File: src/rtl/spi_cmd_rx_pkg.sv
// Shared constants and FSM encoding for the SPI command receiver.
// Word layout: opcode in the top OPC_BITS, payload in the low bits.
package spi_cmd_rx_pkg;

  localparam int WORD_BITS = 16;
  localparam int OPC_BITS  = 4;
  localparam int CONF_BITS = WORD_BITS - OPC_BITS;
  localparam int DIV_BITS  = 8;

  // Counter must hold WORD_BITS+1 so an overlong frame stays distinguishable.
  localparam int                 CNT_BITS  = $clog2(WORD_BITS + 2);
  localparam logic [CNT_BITS-1:0] CNT_WORD = CNT_BITS'(WORD_BITS);
  localparam logic [CNT_BITS-1:0] CNT_MAX  = CNT_BITS'(WORD_BITS + 1);

  localparam logic [OPC_BITS-1:0] OPC_SET_CONFREG = OPC_BITS'(1);
  localparam logic [OPC_BITS-1:0] OPC_SET_DIVISOR = OPC_BITS'(2);

  typedef enum logic [1:0] {
    ST_IDLE,
    ST_RECV,
    ST_DECODE
  } state_t;

endpackage

File: src/rtl/spi_cmd_rx_if.sv
// SPI pin bundle between the host (master) and the FPGA receiver (slave).
interface spi_cmd_rx_if;

  logic spck;
  logic mosi;
  logic ncs;
  logic miso;

  modport master (output spck, output mosi, output ncs, input miso);
  modport slave  (input spck, input mosi, input ncs, output miso);

endinterface

File: src/rtl/spi_cmd_rx_sync_edge.sv
// Two-flop synchronizer plus history flop for one asynchronous pin.
// Provides the synchronized level and single-cycle rise/fall pulses.
module sync_edge #(
  parameter logic RST_VAL = 1'b0
) (
  input  logic clk,
  input  logic rst_n,
  input  logic pin,
  output logic level,
  output logic rise,
  output logic fall
);

  logic meta;
  logic sync;
  logic hist;

  // NOTE: all three flops reset to the pin's idle level so reset release never fakes an edge.
  always_ff @(posedge clk or negedge rst_n) begin
    if (!rst_n) begin
      meta <= RST_VAL;
      sync <= RST_VAL;
      hist <= RST_VAL;
    end else begin
      meta <= pin;
      sync <= meta;
      hist <= sync;
    end
  end

  assign level = sync;
  assign rise  = sync & ~hist;
  assign fall  = ~sync & hist;

endmodule

File: src/rtl/spi_cmd_rx.sv
// SPI slave front end: oversamples spck/mosi/ncs, shifts a status word out on
// miso, and decodes each completed frame into conf_reg / divisor updates.
module spi_cmd_rx
  import spi_cmd_rx_pkg::*;
(
  input  logic                 ck_1356meg,
  input  logic                 nreset,
  spi_cmd_rx_if.slave          spi,
  input  logic [WORD_BITS-1:0] status_in,
  output logic [CONF_BITS-1:0] conf_reg,
  output logic                 conf_stb,
  output logic [DIV_BITS-1:0]  divisor,
  output logic                 div_stb,
  output logic                 frame_err,
  output logic                 cmd_err
);

  logic spck_lvl, spck_rise, spck_fall;
  logic mosi_lvl, mosi_rise, mosi_fall;
  logic ncs_lvl,  ncs_rise,  ncs_fall;

  sync_edge #(.RST_VAL(1'b1)) u_sync_spck (
    .clk(ck_1356meg), .rst_n(nreset), .pin(spi.spck),
    .level(spck_lvl), .rise(spck_rise), .fall(spck_fall)
  );

  sync_edge #(.RST_VAL(1'b0)) u_sync_mosi (
    .clk(ck_1356meg), .rst_n(nreset), .pin(spi.mosi),
    .level(mosi_lvl), .rise(mosi_rise), .fall(mosi_fall)
  );

  sync_edge #(.RST_VAL(1'b1)) u_sync_ncs (
    .clk(ck_1356meg), .rst_n(nreset), .pin(spi.ncs),
    .level(ncs_lvl), .rise(ncs_rise), .fall(ncs_fall)
  );

  // Only some synchronizer outputs drive logic; fold the rest away explicitly.
  logic unused_ok;
  assign unused_ok = &{1'b0, spck_lvl, mosi_rise, mosi_fall, ncs_fall};

  state_t               state;
  logic [CNT_BITS-1:0]  count;
  logic [WORD_BITS-1:0] rx_shift;
  logic [WORD_BITS-1:0] tx_shift;
  logic                 miso_q;

  assign spi.miso = miso_q;

  // NOTE: state is updated with non-blocking assignments only; strobes default
  // low every cycle so each one is a single-cycle pulse.
  always_ff @(posedge ck_1356meg or negedge nreset) begin
    if (!nreset) begin
      state     <= ST_IDLE;
      count     <= '0;
      rx_shift  <= '0;
      tx_shift  <= '0;
      miso_q    <= 1'b0;
      conf_reg  <= '0;
      divisor   <= '0;
      conf_stb  <= 1'b0;
      div_stb   <= 1'b0;
      frame_err <= 1'b0;
      cmd_err   <= 1'b0;
    end else begin
      conf_stb  <= 1'b0;
      div_stb   <= 1'b0;
      frame_err <= 1'b0;
      cmd_err   <= 1'b0;

      case (state)
        ST_IDLE: begin
          if (!ncs_lvl) begin
            state    <= ST_RECV;
            count    <= '0;
            tx_shift <= status_in;
            miso_q   <= status_in[WORD_BITS-1];
          end
        end

        ST_RECV: begin
          // Frame end wins over any spck edge landing in the same cycle.
          if (ncs_rise) begin
            state <= ST_DECODE;
          end else if (spck_rise) begin
            rx_shift <= {rx_shift[WORD_BITS-2:0], mosi_lvl};
            if (count != CNT_MAX) count <= count + CNT_BITS'(1);
          end else if (spck_fall) begin
            tx_shift <= {tx_shift[WORD_BITS-2:0], 1'b0};
            miso_q   <= tx_shift[WORD_BITS-2];
          end
        end

        ST_DECODE: begin
          state <= ST_IDLE;
          if (count != CNT_WORD) begin
            frame_err <= 1'b1;
          end else begin
            case (rx_shift[WORD_BITS-1 -: OPC_BITS])
              OPC_SET_CONFREG: begin
                conf_reg <= rx_shift[CONF_BITS-1:0];
                conf_stb <= 1'b1;
              end
              OPC_SET_DIVISOR: begin
                divisor <= rx_shift[DIV_BITS-1:0];
                div_stb <= 1'b1;
              end
              default: cmd_err <= 1'b1;
            endcase
          end
        end

        default: state <= ST_IDLE;
      endcase
    end
  end

endmodule

File: src/flat_wrapper.sv
// flat-port wrapper written by rule: the top's interface ports become plain ports
module spi_cmd_rx_flat import spi_cmd_rx_pkg::*;
  (ck_1356meg, nreset, status_in, conf_reg, conf_stb, divisor, div_stb, frame_err, cmd_err, spi_spck, spi_mosi, spi_ncs, spi_miso);
  spi_cmd_rx_if spi_i ();
  input  logic ck_1356meg;
  input  logic nreset;
  input  logic [WORD_BITS-1:0] status_in;
  output logic [CONF_BITS-1:0] conf_reg;
  output logic conf_stb;
  output logic [DIV_BITS-1:0] divisor;
  output logic div_stb;
  output logic frame_err;
  output logic cmd_err;
  input wire logic [$bits(spi_i.spck)-1:0] spi_spck;
  input wire logic [$bits(spi_i.mosi)-1:0] spi_mosi;
  input wire logic [$bits(spi_i.ncs)-1:0] spi_ncs;
  output wire logic [$bits(spi_i.miso)-1:0] spi_miso;
  assign spi_i.spck = spi_spck;
  assign spi_i.mosi = spi_mosi;
  assign spi_i.ncs = spi_ncs;
  assign spi_miso = spi_i.miso;
  spi_cmd_rx u_core (.ck_1356meg(ck_1356meg), .nreset(nreset), .spi(spi_i), .status_in(status_in), .conf_reg(conf_reg), .conf_stb(conf_stb), .divisor(divisor), .div_stb(div_stb), .frame_err(frame_err), .cmd_err(cmd_err));
endmodule
File: config.mk
export PLATFORM = sky130hd
export DESIGN_NAME = spi_cmd_rx_flat
export DESIGN_NICKNAME = d
export VERILOG_FILES = /design/src/rtl/spi_cmd_rx_pkg.sv /design/src/rtl/spi_cmd_rx_if.sv /design/src/rtl/spi_cmd_rx_sync_edge.sv /design/src/rtl/spi_cmd_rx.sv /design/src/flat_wrapper.sv
export SDC_FILE = /design/constraint.sdc
export NUM_CORES = 1
export LEC_CHECK = 0
export ABC_AREA = 0
export CORE_MARGIN = 2
export CORE_UTILIZATION = 34
export CTS_CLUSTER_SIZE = 40
export DETAILED_ROUTE_END_ITERATION = 8
export HOLD_SLACK_MARGIN = 0.12
export SLEW_MARGIN = 20
export SYNTH_ARGS = -nofsm -noshare
export SYNTH_HDL_FRONTEND = slang
export SYNTH_HIERARCHICAL = 1
export SYNTH_SLANG_ARGS = --single-unit
File: constraint.sdc
create_clock -name ck_1356meg -period 2.1 [get_ports ck_1356meg]
set_input_delay 0.42 -clock ck_1356meg [delete_from_list [all_inputs] [get_ports ck_1356meg]]
set_output_delay 0.42 -clock ck_1356meg [all_outputs]
set_load 0.01 [all_outputs]
==> impl_metrics.yaml <==
placed_design:
  globalplace.congestion: 0.772
  dp_hpwl_mm: 3.61
  placement.io_buffers: 45
setup_path:
  crit_required_ns: 2.33
  library_cell_contributing_the_largest_single_delay_on_the_critical_path: "dfrtp_1"
  crit_path_end_kind: "flop"
  timing.critical_path.slowest_cell_delay_ns: 0.44
  cp.buffers_inverters: 1
  critPathArrivalTime_ns: 2.02
  worst_path_dominant_cell_family: "simple AND/OR/NAND/NOR gates"
  path_class: "flop to flop"
  critical_path.max_fanout: 12
  worstSetupStartpointType: "flop"
  path_cells: "inv_1 > ha_1 > and4bb_2 > nand4_4 > mux2_4"
floorplan:
  fp-row-count: 34
  fp.dieH_um: 99.0
  fp.dieW_um: 99.0
  initial_core_util_pct: 35.2
  design.die.area_mm2: 0.00980
  core_area_mm2: 0.00872
  io-pin-count: 46
clocking:
  cts.root.buffer_cell: "clkbuf_8"
  tritoncts.num_buffers: 9
  cts.clk_slew.worst_paths_ns: 0.08
  clock_sinks: 71
  clock_tree.htree_level_count: 3
  clock_path_buffers: 2
  tritoncts: "built"
  worstSkewPairLatency_ns: 0.34
  cts_setup_buffers: 0
detailed_routing:
  route.antenna.remaining_nets: 0
  drt_first_pass_iters: 4
  route.detailed.drc: 0
  vias: 1845
  wire_per_inst_um: 13.4
  drt_wl_total_mm: 5.31
  average_vias_per_placed_instance: 4.65
  initialDrtViolationCount: 69
synthesis:
  synth_nets: 254
  synthCells: 230
  synth.yosys.warnings: 6
  syn_area_per_cell_um2: 13.3
  netlist_area_mm2: 0.00307
final_layout:
  final_common_cell: "dfrtp_1"
  fillers: 799
  largest_register_ffs: 16
  nNetsFinal: 308
  drive_above_1_share_pct: 29.8
  antenna_cells: 0
  area_growth_syn_to_layout_pct: 26.2
  final_cell_mix: "dfrtp_1 (65), nand2_1 (50), clkdlybuf4s50_1 (44)"
global_routing:
  grt-ovfl-total: 0
  grt_max_degree: 39
  number_of_global_route_vias_before_repair: 1830
  first_pass_grt_wire_length_mm: 8.93
  number_of_antenna_violations_at_the_first_check_in_global_routing: 0
  grtUsageTotal_pct: 11.5
min_path:
  timing.hold.worst.class: "flop to flop"
pwr:
  max-vdd-ir-drop_mv: 0.531
  powerDensity_mw_per_mm2: 1020
  p_leak_nw: 1.80
timing:
  setup_violations: 0
  timing.final.max_slew_violations: 0
  fmax_mhz: 559
  totalNegativeSetupSlack_ns: 0
  finalClockSkew_ns: 0.00944
  post_route_fraction_of_the_period_consumed_by_the_critical_path_pct: 85.2
  unrepaired_setup_endpoints_after_global_routing: "no"
  slew_worst_pin_ns: 0.635
  timing.final.hold_violations: 0
  whs_ns: 0.360
  slew-limit-headroom_pct: 57.1
  timing.final.crit_period_ns: 1.79
outcome:
  outcome: "finished, final reports clean"
job:
  timing.max_cap.violations: 0
## worst register-to-register path: cells and delay by family (launching register included)
family	cells	cell delay, ns
mux	1	0.40
simple gates	2	0.60
flops	1	0.44
fa+ha+maj	1	0.14
buf+inv	1	0.10
## power by group
part	leakage (nW)	switching [mW]	internal (mW)	total [mW]
combinational	0.786	0.392	0.626	1.02
sequential	0.922	0.191	1.63	1.83
clock	0.0964	0.539	0.560	1.10
## per-layer routing
layer	GRT usage, %	up-vias	routed length, um
li1	-	887	-
met1	15.3	890	2510
met2	17.4	61	2380
met3	4.68	7	351
met4	3.48	0	62
met5	0	-	0
## final timing paths
kind / startpoint / depth (start not counted) / slack, ns / endpoint
worst min-delay path: u_core/u_sync_mosi/meta$_DFF_PN0_ / 0 / 0.36 / u_core/u_sync_mosi/level$_DFF_PN0_
worst min register to register: u_core/u_sync_mosi/meta$_DFF_PN0_ / 0 / 0.36 / u_core/u_sync_mosi/level$_DFF_PN0_
min in group asynchronous: nreset / 2 / 0.57 / u_core/conf_reg[7]$_DFFE_PN0P_
worst max-delay path: u_core/count[0]$_DFFE_PN0P_ / 5 / 0.31 / u_core/conf_reg[1]$_DFFE_PN0P_
worst max register to register: u_core/count[0]$_DFFE_PN0P_ / 5 / 0.31 / u_core/conf_reg[1]$_DFFE_PN0P_
max in group asynchronous: nreset / 3 / 0.87 / u_core/u_sync_ncs/hist$_DFF_PN1_
## metrics by stage
| step | worst slack, ns | std cells | area [um^2] | total power [mW] | util, % |
|---|---|---|---|---|---|
| 2_1_floorplan | 0.417 | 230 | 3070 | 2.63 | - |
| 3_3_place_gp | 0.0908 | 380 | 3650 | 2.86 | 41.8 |
| 3_5_place_dp | 0.0653 | 380 | 3650 | 2.88 | 41.8 |
| 4_1_cts | 0.0678 | 397 | 3860 | 4.01 | 44.3 |
| 5_1_grt | 0.148 | 397 | 3870 | 4.19 | 44.4 |
| 6_report | 0.312 | 397 | 3870 | 3.94 | 44.4 |
## timing repair
| item | 4_1_cts | 5_1_grt |
|---|---|---|
| endpoints found under the setup margin | 0 | 12 |
| hold buffers | 1 | 0 |
| hold endpoints to repair | 20 | 0 |
| resized for setup | 0 | 1 |
## cell type report
type	count	area, um^2	area share, %
clock buffer	9	124	3.20
inverter	6	22.5	0.582
sequential	71	1780	46.1
clock inverter	7	80.1	2.07
tap	108	135	3.49
timing repair buffer	51	518	13.4
multi-input combinational	145	1210	31.2
No activity file was read; power rests on OpenSTA's default activity.
